[config.mk]
export PLATFORM = sky130hd
export DESIGN_NAME = pc_stack_unit
export DESIGN_NICKNAME = d
export VERILOG_FILES = /design/src/rtl/pc_stack_unit.sv
export SDC_FILE = /design/constraint.sdc
export NUM_CORES = 1
export LEC_CHECK = 0
export CORE_UTILIZATION = 61
export CTS_CLUSTER_SIZE = 25
export DETAILED_ROUTE_END_ITERATION = 16
export PLACE_DENSITY = 0.81
export SETUP_SLACK_MARGIN = 0.3
export SKIP_CTS_REPAIR_TIMING = 1
export SLEW_MARGIN = 20
export SYNTH_ARGS = -nofsm -noshare
export SYNTH_HDL_FRONTEND = slang
export SYNTH_SLANG_ARGS = --single-unit
[constraint.sdc]
create_clock -name clk -period 10.21 [get_ports clk]
set_input_delay 2.042 -clock clk [delete_from_list [all_inputs] [get_ports clk]]
set_output_delay 2.042 -clock clk [all_outputs]
set_load 0.01 [all_outputs]
[src/rtl/pc_stack_unit.sv]
// Program counter plus shared data/return-address LIFO driven by control-unit strobes.
// Pop data is available 1 cycle after the strobe. There is no backpressure: stall freezes the state, and a push or pop that cannot complete only sets a sticky flag.
module pc_stack_unit #(
    parameter int ADDR_W = 10,
    parameter int DATA_W = 16,
    parameter int DEPTH  = 16
) (
    input  logic                       clk,
    input  logic                       reset,
    input  logic                       soft_clr,
    input  logic                       stall,
    input  logic                       fetch,
    input  logic                       branch,
    input  logic                       jmp,
    input  logic                       ret,
    input  logic                       push,
    input  logic                       pop,
    input  logic [ADDR_W-1:0]          target,
    input  logic [DATA_W-1:0]          push_data,
    output logic [ADDR_W-1:0]          pc,
    output logic [DATA_W-1:0]          pop_data,
    output logic                       pop_valid,
    output logic                       full,
    output logic                       empty,
    output logic [$clog2(DEPTH+1)-1:0] count,
    output logic                       overflow,
    output logic                       underflow
);
    localparam int CNT_W = $clog2(DEPTH + 1);
    localparam int IDX_W = $clog2(DEPTH);

    logic [ADDR_W-1:0] pc_q, pc_d;
    logic [CNT_W-1:0]  count_q, count_d;
    logic [DATA_W-1:0] pop_data_q, pop_data_d;
    logic              pop_valid_q, pop_valid_d;
    logic              overflow_q, overflow_d;
    logic              underflow_q, underflow_d;

    logic [DATA_W-1:0] mem_q [DEPTH];
    logic              mem_we;
    logic [IDX_W-1:0]  mem_waddr;
    logic [DATA_W-1:0] mem_wdata;

    logic              is_full, is_empty;
    logic [IDX_W-1:0]  top_idx, wr_idx;
    logic [DATA_W-1:0] top_dat;
    logic [ADDR_W-1:0] pc_inc;

    assign is_full  = (count_q == CNT_W'(DEPTH));
    assign is_empty = (count_q == '0);
    assign top_idx  = IDX_W'(count_q - CNT_W'(1));
    assign wr_idx   = IDX_W'(count_q);
    assign top_dat  = mem_q[top_idx];
    assign pc_inc   = pc_q + ADDR_W'(1);

    always_comb begin
        pc_d        = pc_q;
        count_d     = count_q;
        pop_data_d  = pop_data_q;
        pop_valid_d = 1'b0;
        overflow_d  = overflow_q;
        underflow_d = underflow_q;
        mem_we      = 1'b0;
        mem_waddr   = wr_idx;
        mem_wdata   = push_data;

        if (soft_clr) begin
            pc_d        = '0;
            count_d     = '0;
            pop_data_d  = '0;
            overflow_d  = 1'b0;
            underflow_d = 1'b0;
        end else if (stall) begin
            pc_d = pc_q;
        end else if (ret) begin
            if (is_empty) begin
                underflow_d = 1'b1;
            end else begin
                pc_d    = ADDR_W'(top_dat);
                count_d = count_q - CNT_W'(1);
            end
        end else if (jmp) begin
            if (is_full) begin
                overflow_d = 1'b1;
            end else begin
                mem_we    = 1'b1;
                mem_wdata = DATA_W'(pc_inc);
                count_d   = count_q + CNT_W'(1);
                pc_d      = target;
            end
        end else if (branch) begin
            pc_d = target;
        end else if (push && pop && !is_empty) begin
            // Replace-top: old top goes out while the new word takes its slot.
            pop_data_d  = top_dat;
            pop_valid_d = 1'b1;
            mem_we      = 1'b1;
            mem_waddr   = top_idx;
        end else if (push) begin
            if (is_full) begin
                overflow_d = 1'b1;
            end else begin
                mem_we  = 1'b1;
                count_d = count_q + CNT_W'(1);
            end
        end else if (pop) begin
            if (is_empty) begin
                underflow_d = 1'b1;
            end else begin
                pop_data_d  = top_dat;
                pop_valid_d = 1'b1;
                count_d     = count_q - CNT_W'(1);
            end
        end else if (fetch) begin
            pc_d = pc_inc;
        end
    end

    always_ff @(posedge clk or negedge reset) begin
        if (!reset) begin
            pc_q        <= '0;
            count_q     <= '0;
            pop_data_q  <= '0;
            pop_valid_q <= 1'b0;
            overflow_q  <= 1'b0;
            underflow_q <= 1'b0;
        end else begin
            pc_q        <= pc_d;
            count_q     <= count_d;
            pop_data_q  <= pop_data_d;
            pop_valid_q <= pop_valid_d;
            overflow_q  <= overflow_d;
            underflow_q <= underflow_d;
        end
    end

    // Stack storage is deliberately left unreset.
    always_ff @(posedge clk) begin
        if (mem_we) begin
            mem_q[mem_waddr] <= mem_wdata;
        end
    end

    assign pc        = pc_q;
    assign pop_data  = pop_data_q;
    assign pop_valid = pop_valid_q;
    assign full      = is_full;
    assign empty     = is_empty;
    assign count     = count_q;
    assign overflow  = overflow_q;
    assign underflow = underflow_q;
endmodule

==> metrics.txt, run 1 <==
Synth Flop Type=edfxtp_1; I/O pin cnt=72; max capacitance violation total=0; achievable clock frequency=188 MHz; endpoint arrival time on the critical path=5.58 ns; highest net fanout along the worst path=19; number of fillers in the final layout=1191; library cell with the largest summed area after synthesis=edfxtp_1; count of nets after finishing=816; share of synthesized area occupied by flip-flops and latches=69.0%; Detail Placement HPWL=18700 um; placer's final routability congestion estimate=1.01; synthesized netlist cell count=691; GRT Util Overall=30.9%; clock buffers created by TritonCTS=27; Site Rows=51; wire length of the first global-routing pass=45300 um; relative slew slack=30.6%; startpoint-to-endpoint class of the critical path=input port to flop; Post-synth EDFFs=256; RR Startpoint=count[0]; Synth async-reset ratio=11.7%; leading cell type in the layout, fill and taps excluded=edfxtp_1; most frequent cells in the layout=256 x edfxtp_1, 76 x mux4_2, 70 x clkdlybuf4s50_1; actual transition at the worst max-transition pin=1.03 ns; synthesized netlist net count=731; Yosys Warn Count=0; clock tree skew after final layout=0.0230 ns; final worst path period share=52.2%; overall via count from detail_route=7135; routed via count divided by cell count=6.72; worst-path cell chain=clkdlybuf4s50_1 > or2_2 > or4_1 > a21oi_1 > o21ai_1 > nor2_1 > buf_4; number of search-and-repair iterations in the first detailed-routing pass=5; clock-pin slew reported for the worst setup and hold paths after clock tree synthesis=0.07 ns; dominant cells by area after synthesis=edfxtp_1 62%, mux4_2 14%, dfrtp_1 6.9%, mux2i_1 1.9%, nor2_1 1.3%; Initial Utilization=62.9%; outcome=complete, no violations; Netlist Area Pre-Place=12400 um^2; footprint of the flip-flops and latches=8540 um^2; number of distinct library cell variants in the gate-level netlist after synthesis=63; final critical path time including I/O delays and setup=5.33 ns; hold violation total from the final report=0; Max Transition Viols Final=0; ratio of cells with drive above 1 in the final layout=22.7%; vias in the first global route=7340; CTS Buffer Depth=3; kind of cell adding the most delay to the critical path=simple AND/OR/NAND/NOR gates; worst hold path startpoint=pop_data[3]; remaining antenna violation count after routing=0; Min-Delay Path Class=flop to flop; root buffer cell=clkbuf_16; DIE HEIGHT=144 um; setup_tns=0 ns; largest net degree at the start of global routing=55; flop and latch count out of synthesis=290; overall power after layout=0.00380 W; setup repair after global routing missed its margin=no; post-synthesis to final-layout area growth=16.2%; final setup violating endpoints=0; kind of capture point of the worst setup path=flop; largest vdd supply drop=0.178 mV; count of placed standard cells in the final layout, fillers left out=1062; Placement Cell Area=13400 um^2; final routed wire length divided by cell count=28.5 um; sum of routed wire length over all layers=30300 um; CTS HTree Levels=1; fraction of post-synthesis cell area in the top cell type by area=62.2%; floorplan die area=20800 um^2; die width=144 um; origin of the worst setup path=soft_clr; CP Launch Type=input port; WHS=0.502 ns; total inserted antenna cells=0; buffers added on ports=71; combined buffer and inverter count along the critical path=2; maximum cell stage delay along the critical path=0.80 ns; crit path max-delay cell type=nor2_1; final instance area=14400 um^2; Req. time, crit path=10.46 ns; power per cell area=265 nW/um^2; leakage dissipation=4.81 nW; initial drt markers=926; multi-input gate area in the final layout=3600 um^2; antenna violations before repair=0; TritonCTS clock tree=built; total global routing overflow=0; core area=19700 um^2; DRC viols=0; Placed Cells incl. Taps=1011; Mapped Avg Cell Area=17.9 um^2; clock latency at the later pin of the worst-skew pair=0.55 ns; number of clock sinks seen by CTS=290
-- worst register-to-register path, cell delays in order (launching register included) --
cell and delay [ns]:
dfrtp_4 0.82, inv_1 0.35, ha_2 0.76, buf_4 0.71, nand2_1 0.20, nor3_1 0.25
o21ai_1 0.19, nor2_1 0.80, buf_4 0.35
-- power by group --
part	internal (W)	leakage [nW]	switching (W)
Clock	0.000622	0.461	0.000436
Combinational	0.000627	1.59	0.000682
Sequential	0.00134	2.76	0.0000907
-- cell families (layout without fill, tap and decap cells) --
group,count (synthesis),after routing,share of synthesized area (%)
xor+xnor,11,11,0.779
mux,104,104,16.1
buf+inv,50,156,2.08
flops,290,290,69.0
compound gates,103,103,6.22
simple gates,129,129,5.33
fa+ha+maj,4,4,0.405
-- final cells by class --
type / count / area share [%]
inverter: 6 / 0.157
clock inverter: 20 / 1.71
clock buffer: 30 / 4.85
sequential: 290 / 59.5
timing repair buffer: 100 / 6.48
tap: 265 / 2.31
multi-input combinational: 351 / 25.0
-- final timing paths --
check | cells after the start | slack, ns | to
setup / recovery | 7 | 4.88 | mem_q[0][15]
hold / removal | 1 | 0.50 | pop_data[3]
setup reg to reg | 8 | 5.47 | mem_q[0][15]
hold reg to reg | 1 | 0.50 | pop_data[3]
max in group asynchronous | 1 | 7.86 | count[0]
min in group asynchronous | 1 | 1.64 | pop_valid
-- cell usage after synthesis, types with 5 or more instances --
cell	n
nand2_1	24
nor2b_1	5
and2_1	10
inv_1	5
edfxtp_1	256
buf_6	5
a22o_1	17
xor2_1	7
nor2_1	43
buf_2	17
a21oi_1	13
dfrtp_1	34
o22a_1	5
a211oi_1	5
nand3_1	8
mux2i_1	24
mux4_2	76
o21ai_0	18
clkbuf_1	19
a31oi_1	7
and3_1	5
nor3_1	8
-- routing by layer --
metal	vias to the layer above	GRT usage (%)	share of wire [%]
li1	2976	-	-
met1	3630	43.2	39
met2	462	48.7	48
met3	67	6.95	10
met4	0	10.3	2.7
met5	-	0	0
-- sequential cells by signal, indices dropped and copies added, names as in the netlist --
signal and flops:
count 5, pop_data 16, underflow 1, pc 10, pop_valid 1, mem_q 256, overflow 1
-- per-stage QoR --
step	setup WS (ns)	utilization, %
floorplan	5.76	-
global placement	4.62	68.1
detailed placement	4.52	68.2
CTS	4.99	73.0
global route	4.73	73.1
finish	4.88	73.1
Power figures use the tool's default switching activity.
==> inputs of run 2 (changes only) <==
--- a/config.mk
+++ b/config.mk
@@ -5,10 +5,10 @@
 export SDC_FILE = /design/constraint.sdc
 export NUM_CORES = 1
 export LEC_CHECK = 0
-export CORE_UTILIZATION = 61
+export CORE_UTILIZATION = 54
 export CTS_CLUSTER_SIZE = 25
 export DETAILED_ROUTE_END_ITERATION = 16
-export PLACE_DENSITY = 0.81
+export PLACE_DENSITY = 0.76
 export SETUP_SLACK_MARGIN = 0.3
 export SKIP_CTS_REPAIR_TIMING = 1
 export SLEW_MARGIN = 20
==> constraint.sdc (replaced) <==
create_clock -name clk -period 4.9 [get_ports clk]
set_input_delay 0.98 -clock clk [delete_from_list [all_inputs] [get_ports clk]]
set_output_delay 0.98 -clock clk [all_outputs]
set_load 0.01 [all_outputs]
==> metrics.txt, run 2 (synthesis results as in run 1) <==
Placement Cell Area=13500 um^2 (+0.63%); final critical path time including I/O delays and setup=3.86 ns; flip-flop count of the largest register, all copies and words added=256 (unchanged); slack of the worst reg-to-reg path=1.40 ns (-4.07 ns); achievable clock frequency=259 MHz; clock-pin slew reported for the worst setup and hold paths after clock tree synthesis=0.07 ns (about the same); Initial Utilization=54.8% (-8.1 points); largest net degree at the start of global routing=43 (-22%); kind of capture point of the worst setup path=primary output; final setup slack of the worst path=1.04 ns (-3.85 ns); startpoint-to-endpoint class of the critical path=flop to primary output; setup repair after global routing missed its margin=no; ratio of cells with drive above 1 in the final layout=22.4% (-0.35 points); leading cell type in the layout, fill and taps excluded=edfxtp_1; post-synthesis to final-layout area growth=16.9%; DRC viols=0 (unchanged); count of placed standard cells in the final layout, fillers left out=1090 (+2.6%); power per cell area=548 nW/um^2 (+110%); actual transition at the worst max-transition pin=0.940 ns (-0.0938 ns); CP Launch Type=flop; Detail Placement HPWL=18100 um (-3.5%); relative slew slack=37.3% (+6.7 points); floorplan die area=23500 um^2 (+13%); initial drt markers=712 (-23%); Site Rows=55 (+7.8%); final worst path period share=78.9%; die width=153 um (+6.2%); Max Transition Viols Final=0 (unchanged); WHS=0.515 ns (+0.0130 ns); setup_tns=0 ns (unchanged); clock latency at the later pin of the worst-skew pair=0.55 ns (about the same); endpoint arrival time on the critical path=2.88 ns (-2.70 ns); root buffer cell=clkbuf_16; vias in the first global route=7286 (-0.74%); Req. time, crit path=3.92 ns (-6.54 ns); highest net fanout along the worst path=20 (+1); number of clock sinks seen by CTS=290 (unchanged); CTS HTree Levels=1 (unchanged); leakage dissipation=4.86 nW (+0.85%); placer's final routability congestion estimate=0.910 (-9.8%); core area=22600 um^2 (+15%); buffers added on ports=71 (unchanged); I/O pin cnt=72 (unchanged); clock buffers created by TritonCTS=28 (+3.7%); Worst Setup Slack post-DPL=0.860 ns (-3.66 ns); Min-Delay Path Class=flop to flop; TritonCTS clock tree=built; routed via count divided by cell count=6.49 (-3.4%); sum of routed wire length over all layers=28700 um (-5.3%); total global routing overflow=0 (unchanged); most frequent cells in the layout=256 x edfxtp_1, 76 x mux4_2, 70 x clkdlybuf4s50_1; final routed wire length divided by cell count=26.3 um (-7.7%); final setup violating endpoints=0 (unchanged); max capacitance violation total=0 (unchanged); GRT Util Overall=25.0% (-5.8 points); largest reg by FF count=mem_q; remaining antenna violation count after routing=0 (unchanged); antenna violations before repair=0 (unchanged); largest vdd supply drop=0.351 mV (+97%); final instance area=14500 um^2 (+0.61%); wire length of the first global-routing pass=43800 um (-3.4%); count of nets after finishing=824 (+0.98%); hold violation total from the final report=0 (unchanged); clock tree skew after final layout=0.0240 ns (+0.00104 ns); outcome=complete, no violations; number of search-and-repair iterations in the first detailed-routing pass=5 (unchanged); CTS Buffer Depth=3 (unchanged); total inserted antenna cells=0 (unchanged); overall via count from detail_route=7076 (-0.83%); DIE HEIGHT=153 um (+6.2%); Placed Cells incl. Taps=1039 (+2.8%)
==> run 2: changes by cell type in the layout (fill, tap and decap cells not counted), moves of 3 or more <==
cell | previous run | this run
clkinvlp_4 | 3 | 0
clkbuf_1 | 2 | 9
o21ai_1 | 10 | 5
buf_4 | 28 | 36
o21ai_0 | 11 | 17
clkinv_2 | 9 | 3
==> run 2: final timing paths <==
kind                             start            to  depth (start not counted)
max                           count[2]          full                          4
min                        pop_data[5]   pop_data[5]                          1
max reg2reg                   count[2]  mem_q[15][9]                          8
min reg2reg                pop_data[5]   pop_data[5]                          1
max in group asynchronous        reset      count[0]                          1
min in group asynchronous        reset         pc[2]                          1
==> run 2: area by class of cell <==
cell class,instances,area (um^2)
clock buffer,40,787
clock inverter,11,176
fill,1522,8120
inverter,6,22.5
multi-input combinational,351,3590
sequential,290,8540
tap,285,357
timing repair buffer,107,976
==> run 2: metrics by stage <==
stage	utilization [%]	total power (W)
floorplan	-	0.00495
global placement	59.7	0.00565
detailed placement	59.8	0.00571
CTS	64.0	0.00796
global route	64.0	0.00823
finish	64.0	0.00792
==> run 2: per-layer routing <==
metal	wire [um]	part of all wire [%]	up-vias	track usage, %
li1	-	-	2984	-
met1	11500	40	3640	35.3
met2	13900	48	396	40.3
met3	2530	8.8	56	4.59
met4	716	2.5	0	7.38
met5	0	0	-	0
==> run 2: worst max-delay path, cell delays in order (launching register included) <==
cell	delay, ns
dfrtp_1	0.67
nor2_1	0.62
nand3_1	0.29
inv_2	0.19
clkdlybuf4s50_1	0.55
==> run 2: where the power goes <==
group / leakage [nW] / switching, W / total [W] / internal [W]
logic: 1.63 / 0.00144 / 0.00276 / 0.00131
clock network: 0.469 / 0.000872 / 0.00224 / 0.00137
registers: 2.76 / 0.000116 / 0.00292 / 0.00280
total: 4.86 / 0.00243 / 0.00792 / 0.00548
